File: config.mk
export PLATFORM = sky130hd
export DESIGN_NAME = instr_encoder
export DESIGN_NICKNAME = d
export VERILOG_FILES = /design/src/rtl/instr_encoder.sv
export SDC_FILE = /design/constraint.sdc
export NUM_CORES = 1
export LEC_CHECK = 0
export BUFFER_PORTS_ARGS = -buffer_cell sky130_fd_sc_hd__buf_2
export CAP_MARGIN = 0
export CELL_PAD_IN_SITES_DETAIL_PLACEMENT = 0
export CELL_PAD_IN_SITES_GLOBAL_PLACEMENT = 1
export CORE_MARGIN = 3
export CORE_UTILIZATION = 29
export DETAILED_ROUTE_END_ITERATION = 6
export GPL_ROUTABILITY_DRIVEN = 0
export GPL_TIMING_DRIVEN = 0
export PLACE_DENSITY_LB_ADDON = 0.1
export SYNTH_ARGS = -nofsm -noshare
export SYNTH_HDL_FRONTEND = slang
export SYNTH_SLANG_ARGS = --single-unit
File: constraint.sdc
create_clock -name clk -period 1.85 [get_ports clk]
set_input_delay 0.555 -clock clk [delete_from_list [all_inputs] [get_ports clk]]
set_output_delay 0.555 -clock clk [all_outputs]
set_load 0.01 [all_outputs]
File: src/rtl/instr_encoder.sv
// RV32I instruction encoder: packs decoded fields into a 32-bit word through a
// 2-stage valid/ready pipeline and tags each word with an imem byte address.
module instr_encoder #(
   parameter int unsigned ADDR_W    = 12,
   parameter int unsigned ERR_CNT_W = 8
) (
   input  logic                 clk,
   input  logic                 rst_n,
   input  logic                 base_load,
   input  logic [ADDR_W-1:0]    base_addr,
   input  logic                 in_valid,
   output logic                 in_ready,
   input  logic [6:0]           in_opcode,
   input  logic [4:0]           in_rd,
   input  logic [4:0]           in_rs1,
   input  logic [4:0]           in_rs2,
   input  logic [2:0]           in_funct3,
   input  logic [6:0]           in_funct7,
   input  logic [31:0]          in_imm,
   output logic                 out_valid,
   input  logic                 out_ready,
   output logic [31:0]          out_instr,
   output logic [ADDR_W-1:0]    out_addr,
   output logic                 out_err,
   output logic [ERR_CNT_W-1:0] err_cnt
);

   localparam logic [6:0]  OpLw   = 7'b0000011;
   localparam logic [6:0]  OpAddi = 7'b0010011;
   localparam logic [6:0]  OpSw   = 7'b0100011;
   localparam logic [6:0]  OpBeq  = 7'b1100011;
   localparam logic [6:0]  OpR    = 7'b0110011;
   localparam logic [31:0] Nop    = 32'h0000_0013;

   logic        s1_v_q, s1_err_q;
   logic [6:0]  s1_op_q, s1_f7_q;
   logic [4:0]  s1_rd_q, s1_rs1_q, s1_rs2_q;
   logic [2:0]  s1_f3_q;
   logic [31:0] s1_imm_q;

   logic                 s2_v_q, s2_err_q;
   logic [31:0]          s2_instr_q;
   logic [ADDR_W-1:0]    s2_addr_q;
   logic [ADDR_W-1:0]    addr_q, addr_d;
   logic [ERR_CNT_W-1:0] err_cnt_q;

   logic        s2_adv, out_fire, in_err, imm12_ok, imm13_ok;
   logic [31:0] word;

   assign out_fire = s2_v_q && out_ready;
   assign s2_adv   = !s2_v_q || out_ready;
   assign in_ready = !s1_v_q || s2_adv;

   // Range checks: upper bits must all be copies of the sign bit.
   assign imm12_ok = (&in_imm[31:11]) || !(|in_imm[31:11]);
   assign imm13_ok = ((&in_imm[31:12]) || !(|in_imm[31:12])) && !in_imm[0];

   always_comb begin
      in_err = 1'b0;
      case (in_opcode)
         OpLw, OpAddi, OpSw: in_err = !imm12_ok;
         OpBeq:              in_err = !imm13_ok;
         OpR:                in_err = 1'b0;
         default:            in_err = 1'b1;
      endcase
   end

   always_comb begin
      word = Nop;
      if (!s1_err_q) begin
         case (s1_op_q)
            OpLw, OpAddi: word = {s1_imm_q[11:0], s1_rs1_q, s1_f3_q, s1_rd_q, s1_op_q};
            OpSw:         word = {s1_imm_q[11:5], s1_rs2_q, s1_rs1_q, s1_f3_q,
                                  s1_imm_q[4:0], s1_op_q};
            OpBeq:        word = {s1_imm_q[12], s1_imm_q[10:5], s1_rs2_q, s1_rs1_q, s1_f3_q,
                                  s1_imm_q[4:1], s1_imm_q[11], s1_op_q};
            OpR:          word = {s1_f7_q, s1_rs2_q, s1_rs1_q, s1_f3_q, s1_rd_q, s1_op_q};
            default:      word = Nop;
         endcase
      end
   end

   // addr_d is also the tag for a word entering S2 this cycle, so a word that
   // replaces a departing one already sees that departure's increment.
   always_comb begin
      addr_d = addr_q;
      if (base_load)     addr_d = base_addr & ~ADDR_W'(3);
      else if (out_fire) addr_d = addr_q + ADDR_W'(4);
   end

   always_ff @(posedge clk or negedge rst_n) begin
      if (!rst_n) begin
         s1_v_q   <= 1'b0;
         s1_err_q <= 1'b0;
         s1_op_q  <= '0;
         s1_f7_q  <= '0;
         s1_rd_q  <= '0;
         s1_rs1_q <= '0;
         s1_rs2_q <= '0;
         s1_f3_q  <= '0;
         s1_imm_q <= '0;
      end else if (in_ready) begin
         s1_v_q <= in_valid;
         if (in_valid) begin
            s1_err_q <= in_err;
            s1_op_q  <= in_opcode;
            s1_f7_q  <= in_funct7;
            s1_rd_q  <= in_rd;
            s1_rs1_q <= in_rs1;
            s1_rs2_q <= in_rs2;
            s1_f3_q  <= in_funct3;
            s1_imm_q <= in_imm;
         end
      end
   end

   always_ff @(posedge clk or negedge rst_n) begin
      if (!rst_n) begin
         s2_v_q     <= 1'b0;
         s2_err_q   <= 1'b0;
         s2_instr_q <= '0;
         s2_addr_q  <= '0;
      end else if (s2_adv) begin
         s2_v_q <= s1_v_q;
         if (s1_v_q) begin
            s2_err_q   <= s1_err_q;
            s2_instr_q <= word;
            s2_addr_q  <= addr_d;
         end
      end
   end

   always_ff @(posedge clk or negedge rst_n) begin
      if (!rst_n) begin
         addr_q    <= '0;
         err_cnt_q <= '0;
      end else begin
         addr_q <= addr_d;
         if (out_fire && s2_err_q && (err_cnt_q != '1)) err_cnt_q <= err_cnt_q + 1'b1;
      end
   end

   assign out_valid = s2_v_q;
   assign out_instr = s2_instr_q;
   assign out_addr  = s2_addr_q;
   assign out_err   = s2_err_q;
   assign err_cnt   = err_cnt_q;

endmodule

==> results of run 1 <==
==> logic make-up after synthesis <==
family,after synthesis
AOI/OAI and AO/OA,69
adders and majority gates,2
DFF,113
buffers and inverters,24
xor gates and xnor gates,16
muxes,24
and+or+nand+nor,208
==> layer usage <==
layer  share of wire, %  routed length (um)
met3                5.1                 658
met1                 46                5980
met5                  0                   0
met4               0.77                 100
met2                 48                6200
==> worst max-delay path by stage <==
stage | endpoint | startpoint | depth (start not counted) | slack (ns)
2_1_floorplan | s1_err_q | out_ready | 6 | 0.13
6_report | out_instr[24] | s1_op_q[1] | 7 | 0.08
3_5_place_dp | out_instr[21] | out_ready | 7 | -0.38
5_1_grt | out_instr[24] | s1_op_q[0] | 7 | 0.0005
4_1_cts | out_instr[21] | s1_op_q[1] | 7 | 0.02
3_3_place_gp | s1_f7_q[5] | rst_n | 1 | -1.23
==> stage by stage <==
step	area [um^2]	TNS [ns]	worst slack (ns)
2_1_floorplan	4800	0	0.128
3_3_place_gp	5730	-146.28	-1.23
3_5_place_dp	5770	-8.47	-0.382
4_1_cts	6370	0	0.0164
5_1_grt	6440	0	0.000467
6_report	6440	0	0.0758
==> flip-flops by register name, indices dropped and copies added, names as in the netlist <==
name,count
s1_err_q,1
out_instr,32
out_valid,1
out_err,1
s1_v_q,1
s1_rs2_q,5
addr_q,12
err_cnt,8
s1_rs1_q,5
s1_rd_q,5
out_addr,12
s1_imm_q,13
s1_f3_q,3
s1_op_q,7
s1_f7_q,7
==> timing repair <==
item | CTS | global route
resized for setup | 1 | 5
pin swaps | 0 | 2
buffers inserted | 0 | 5
setup endpoints to repair | 18 | 17
==> layout make-up <==
type / instances / share of cell area [%]
flip-flops and latches: 113 / 44.0
multi-input cells: 319 / 29.0
repair buffers: 139 / 11.6
clock buffers: 23 / 7.74
well taps: 216 / 4.20
clock inverters: 9 / 1.61
plain buffers: 20 / 1.57
inverters: 4 / 0.233
==> synthesized netlist by cell type (all sizes together) (4+ instances only) <==
master | number | area share (%)
xnor2 | 6 | 1.1
nand2 | 144 | 11
nor2 | 11 | 0.91
nand3 | 8 | 0.83
nor3 | 6 | 0.63
nor4 | 5 | 0.65
and3 | 5 | 0.65
o21ai | 25 | 2.7
a22oi | 10 | 1.6
clkbuf | 8 | 0.63
nand2b | 6 | 0.78
inv | 4 | 0.31
mux2 | 21 | 4.9
a22o | 21 | 3.8
and2 | 7 | 0.96
dfrtp | 113 | 59
nand4 | 7 | 0.91
buf | 12 | 1.4
xor2 | 10 | 1.8
==> power by group through the flow <==
| stage | logic (mW) | registers [mW] | clock network (mW) |
|---|---|---|---|
| 5_1_grt | 1.02 | 3.00 | 3.48 |
| 4_1_cts | 0.920 | 2.96 | 3.35 |
| 2_1_floorplan | 0.452 | 3.01 | 0 |
| 3_5_place_dp | 0.911 | 3.00 | 0 |
| 6_report | 0.898 | 2.96 | 3.27 |
| 3_3_place_gp | 0.889 | 3.00 | 0 |
==> impl_metrics.env, run 1 <==
export IMPL_synth_edff_count=0
export IMPL_finalHoldViolations=0
export IMPL_layout_common_cells="nand2_1 (144), buf_2 (141), dfrtp_1 (112)"
export IMPL_grt_antenna_before_repair=0
export IMPL_cts_hold_buf=0
export IMPL_grt_met3_usage_pct=4.88
export IMPL_synth_compound_area_share_pct=10.6
export IMPL_clock_sinks=113
export IMPL_grt_overflow_total=0
export IMPL_p_comb_share_pct=12.6
export IMPL_slew_violations=0
export IMPL_dieWidth_um=135
export IMPL_cp_top_family="simple AND/OR/NAND/NOR gates"
export IMPL_crit_path_top_delay_cell="dfrtp_1"
export IMPL_rrSetupSlack_ns=0.08
export IMPL_setup_violations=0
export IMPL_cts_htree_levels=4
export IMPL_cp_start_kind="flip-flop"
export IMPL_grt_busiest_layer="met2"
export IMPL_status="complete, no violations"
export IMPL_dpl_hpwl_um=9560
export IMPL_coreArea_um2=16100
export IMPL_critical_path_required_ns=2.14
export IMPL_critPathBufInv=2
export IMPL_synth_fp_nets=539
export IMPL_vias_per_cell=4.52
export IMPL_row_count=46
export IMPL_crit_fanout=9
export IMPL_dpl_cell_count=806
export IMPL_ys_seq_elements=113
export IMPL_r2r_start="s1_op_q[1]"
export IMPL_numCtsBuffers=17
export IMPL_slowest_delay_ns=0.37
export IMPL_post_synth_cell_area_avg_um2=10.5
export IMPL_netlist_instances=456
export IMPL_drv_cap=0
export IMPL_timing_rr_end="out_instr[24]"
export IMPL_seqCellArea_um2=2830
export IMPL_skew_ns=0.00787
export IMPL_grtUsageTotal_pct=14.8
export IMPL_ioPinCount=136
export IMPL_power_density_nw_per_um2=1110
export IMPL_synth_xor_area_share_pct=2.92
export IMPL_path_class="flip-flop to flip-flop"
export IMPL_grt_pass1_vias=3913
export IMPL_multi_input_area_um2=1870
export IMPL_drt_iter0_markers=142
export IMPL_p_seq_share_pct=41.5
export IMPL_rr_worst_depth=7
export IMPL_synthesis_area_um2=4800
export IMPL_end_kind="flip-flop"
export IMPL_vias=3813
export IMPL_io_buffers=133
export IMPL_drcViolationCount=0
export IMPL_synthAdderAreaFrac_pct=0.522
export IMPL_yosysWarnings=0
export IMPL_cts_buffer_depth=2
export IMPL_synth_top_family_by_area="simple AND/OR/NAND/NOR gates"
export IMPL_nFillCells=1604
export IMPL_ant_nets=0
export IMPL_die_area_um2=18100
export IMPL_p_sw_share_pct=25.6
export IMPL_period_needed_ns=1.77
export IMPL_instances_no_fill=843
export IMPL_tightestPinTransition_ns=0.569
export IMPL_holdCritPathClass="input pin to asynchronous set/reset pin"
export IMPL_seq_area_frac_synth_pct=58.9
export IMPL_root_buffer="clkbuf_16"
export IMPL_syn_to_final_growth_pct=34.1
export IMPL_synth_simple_gate_area_share_pct=19.1
export IMPL_met2_usage_pct=23.8
export IMPL_grt_util_met1_pct=19.2
export IMPL_clk_pin_slew_ns=0.05
export IMPL_synthArstFlopShare_pct=100
export IMPL_p_int_mw=5.30
export IMPL_max_freq_ghz=0.564
export IMPL_clk_insertion_delay_late_ns=0.41
export IMPL_cellLeakagePower_nw=3.21
export IMPL_ir_drop_v=0.000620
export IMPL_rsz0062_at_grt="yes"
export IMPL_grt_max_degree=59
export IMPL_ys_types=44
export IMPL_hold_worst_slack_ns=0.106
export IMPL_path_cells="and4bb_2 -> and3b_1 -> buf_6 -> or2_0 -> buf_2 -> a22oi_1 -> o21ai_1"
export IMPL_grt_pass1_wl_um=20700
export IMPL_nNetsFinal=697
export IMPL_post_route_util_pct=40.1
export IMPL_die_y_um=135
export IMPL_cts_tree="done"
export IMPL_final_common_cell="nand2_1"
export IMPL_slew_headroom_pct=62.1
export IMPL_timing_final_crit_share_pct=95.9
export IMPL_routed_wl_um=12900
export IMPL_power_mw=7.13
export IMPL_wire_per_inst_um=15.3
export IMPL_drive_gt1_share_pct=34.0
export IMPL_synthMuxAreaShare_pct=5.55
export IMPL_antenna_cells=0
export IMPL_p_clk_share_pct=45.9
export IMPL_p_sw_mw=1.82
export IMPL_initial_utilization_pct=29.9
export IMPL_cp_arrival_ns=2.07
export IMPL_firstDrtPassIters=4
export IMPL_synthFlopType="dfrtp_1"
No activity file was read; power rests on OpenSTA's default activity.
==> inputs of run 2 (changes only) <==
Settings changed: CELL_PAD_IN_SITES_DETAIL_PLACEMENT 0 to unset, CELL_PAD_IN_SITES_GLOBAL_PLACEMENT 1 to unset, PLACE_DENSITY_LB_ADDON 0.1 to unset.
Clock period 1.85 ns to 2.3 ns, I/O delays scaled along.
==> run 2 against run 1 <==
Compared with the run above:
- die area is the same
- highest routed layer unchanged
- count of clock-buffer cells in the layout shrank 4
- via count grew 2.9%
- largest cell class unchanged
- hold slack gained 0.21 ns
- critical path depth shrank 4
- sequential cell count is the same
- combinational power shrank 20%
==> impl_metrics.env, run 2 (synthesis results as in run 1) <==
export IMPL_timing_final_crit_share_pct=85.8
export IMPL_wl_met2_um=6350
export IMPL_dpl_hpwl_um=9890
export IMPL_cellLeakagePower_nw=3.19
export IMPL_setup_violations=0
export IMPL_grt_overflow_total=0
export IMPL_setup_tns_ns=0
export IMPL_p_comb_share_pct=11.9
export IMPL_routed_wl_um=13000
export IMPL_p_int_mw=4.50
export IMPL_timing_rr_end="out_instr[11]"
export IMPL_critical_path_required_ns=1.61
export IMPL_cp_arrival_ns=1.28
export IMPL_clk_insertion_delay_late_ns=0.41
export IMPL_postLayoutSetupSlackWorst_ns=0.327
export IMPL_vias=3924
export IMPL_grt_pass1_vias=4075
export IMPL_grtUsageTotal_pct=15.2
export IMPL_slew_headroom_pct=51.7
export IMPL_drive_gt1_share_pct=33.0
export IMPL_drt_iter0_markers=178
export IMPL_wirelength_met1_um=5710
export IMPL_numCtsBuffers=17
export IMPL_antenna_cells=0
export IMPL_coreArea_um2=16100
export IMPL_wire_per_inst_um=15.5
export IMPL_cts_tree="done"
export IMPL_p_sw_share_pct=24.8
export IMPL_ioPinCount=136
export IMPL_power_density_nw_per_um2=932
export IMPL_clk_pin_slew_ns=0.05
export IMPL_drv_cap=0
export IMPL_detailroute_wirelength_met3_um=729
export IMPL_clock_sinks=113
export IMPL_placedInstanceArea_um2=5760
export IMPL_grt_max_degree=60
export IMPL_die_area_um2=18100
export IMPL_syn_to_final_growth_pct=33.9
export IMPL_grt_antenna_before_repair=0
export IMPL_initial_utilization_pct=29.9
export IMPL_cts_resized=0
export IMPL_rr_worst_depth=6
export IMPL_end_kind="output port"
export IMPL_crit_fanout=5
export IMPL_ir_drop_v=0.000483
export IMPL_layout_common_cells="nand2_1 (144), buf_2 (142), dfrtp_1 (113)"
export IMPL_cp_start_kind="input pin"
export IMPL_max_freq_ghz=0.507
export IMPL_drcViolationCount=0
export IMPL_path_class="input pin to output port"
export IMPL_final_common_cell="nand2_1"
export IMPL_final_area_um2=6430
export IMPL_r2r_start="out_valid"
export IMPL_root_buffer="clkbuf_16"
export IMPL_die_y_um=135
export IMPL_top_layer_used="met4"
export IMPL_p_clk_share_pct=48.2
export IMPL_p_seq_share_pct=39.9
export IMPL_skew_ns=0.00733
export IMPL_nNetsFinal=692
export IMPL_period_needed_ns=1.97
export IMPL_dieWidth_um=135
export IMPL_rrSetupSlack_ns=0.34
export IMPL_p_sw_mw=1.49
export IMPL_slew_violations=0
export IMPL_holdCritPathClass="input pin to asynchronous set/reset pin"
export IMPL_rsz0062_at_grt="no"
export IMPL_largest_register_ff_count=32
export IMPL_firstDrtPassIters=4
export IMPL_vias_per_cell=4.68
export IMPL_cts_buffer_depth=2
export IMPL_row_count=46
export IMPL_tightestPinTransition_ns=0.725
export IMPL_io_buffers=133
export IMPL_grt_pass1_wl_um=21300
export IMPL_cts_hold_buf=0
export IMPL_cts_htree_levels=4
export IMPL_place_ws_ns=-0.0859
export IMPL_status="complete, no violations"
export IMPL_finalHoldViolations=0
export IMPL_post_cts_setup_buffers=0
export IMPL_ant_nets=0
-- run 2: changes by cell type in the layout (fill, tap and decap cells not counted), sizes merged --
cell / before / now
clkinvlp: 2 / 6
buf: 150 / 146
clkbuf: 32 / 27
clkinv: 5 / 2
bufinv: 2 / 5
-- run 2: area by class of cell --
cell class | count | area [um^2]
Buffer | 20 | 98.8
Timing Repair Buffer | 134 | 696
Clock inverter | 13 | 209
Fill cell | 1573 | 9630
Clock buffer | 19 | 453
Multi-Input combinational cell | 319 | 1860
Inverter | 4 | 15.0
Tap cell | 216 | 270
Sequential cell | 113 | 2830
-- run 2: per-stage QoR --
step	power [mW]	util (%)	std cells	hold slack, ns
4_1_cts	6.09	40.0	838	0.335
5_1_grt	6.29	40.0	838	0.382
2_1_floorplan	2.79	-	456	0.394
6_report	5.99	40.0	838	0.316
3_5_place_dp	3.15	35.9	806	0.464
3_3_place_gp	3.11	35.7	805	0.448
-- run 2: power by group through the flow --
stage | logic [mW] | clock network, mW | registers (mW)
5_1_grt | 0.806 | 3.06 | 2.42
4_1_cts | 0.730 | 2.96 | 2.39
3_5_place_dp | 0.727 | 0 | 2.43
6_report | 0.714 | 2.89 | 2.39
2_1_floorplan | 0.364 | 0 | 2.42
3_3_place_gp | 0.699 | 0 | 2.41
-- run 2: worst max path at each step --
stage,from,end,slack [ns],depth (start not counted)
after floorplan,out_ready,s1_err_q,0.44,6
after global placement,rst_n,s1_f7_q[4],-0.77,1
after detailed placement,out_ready,out_instr[21],-0.09,7
after CTS,out_valid,out_instr[11],0.27,6
after global routing,out_valid,out_instr[21],0.13,6
final,out_ready,in_ready,0.33,3
-- run 2: per-layer routing --
metal  up-vias  global-route usage [%]
met1      1916                    19.4
met2       115                    24.9
met4         0                    5.77
li1       1877                       -
met3        16                    3.91
met5         -                       0
-- run 2: critical path, stage by stage --
cell      delay [ns]
buf_2           0.13
nand3b_1        0.26
buf_2           0.20
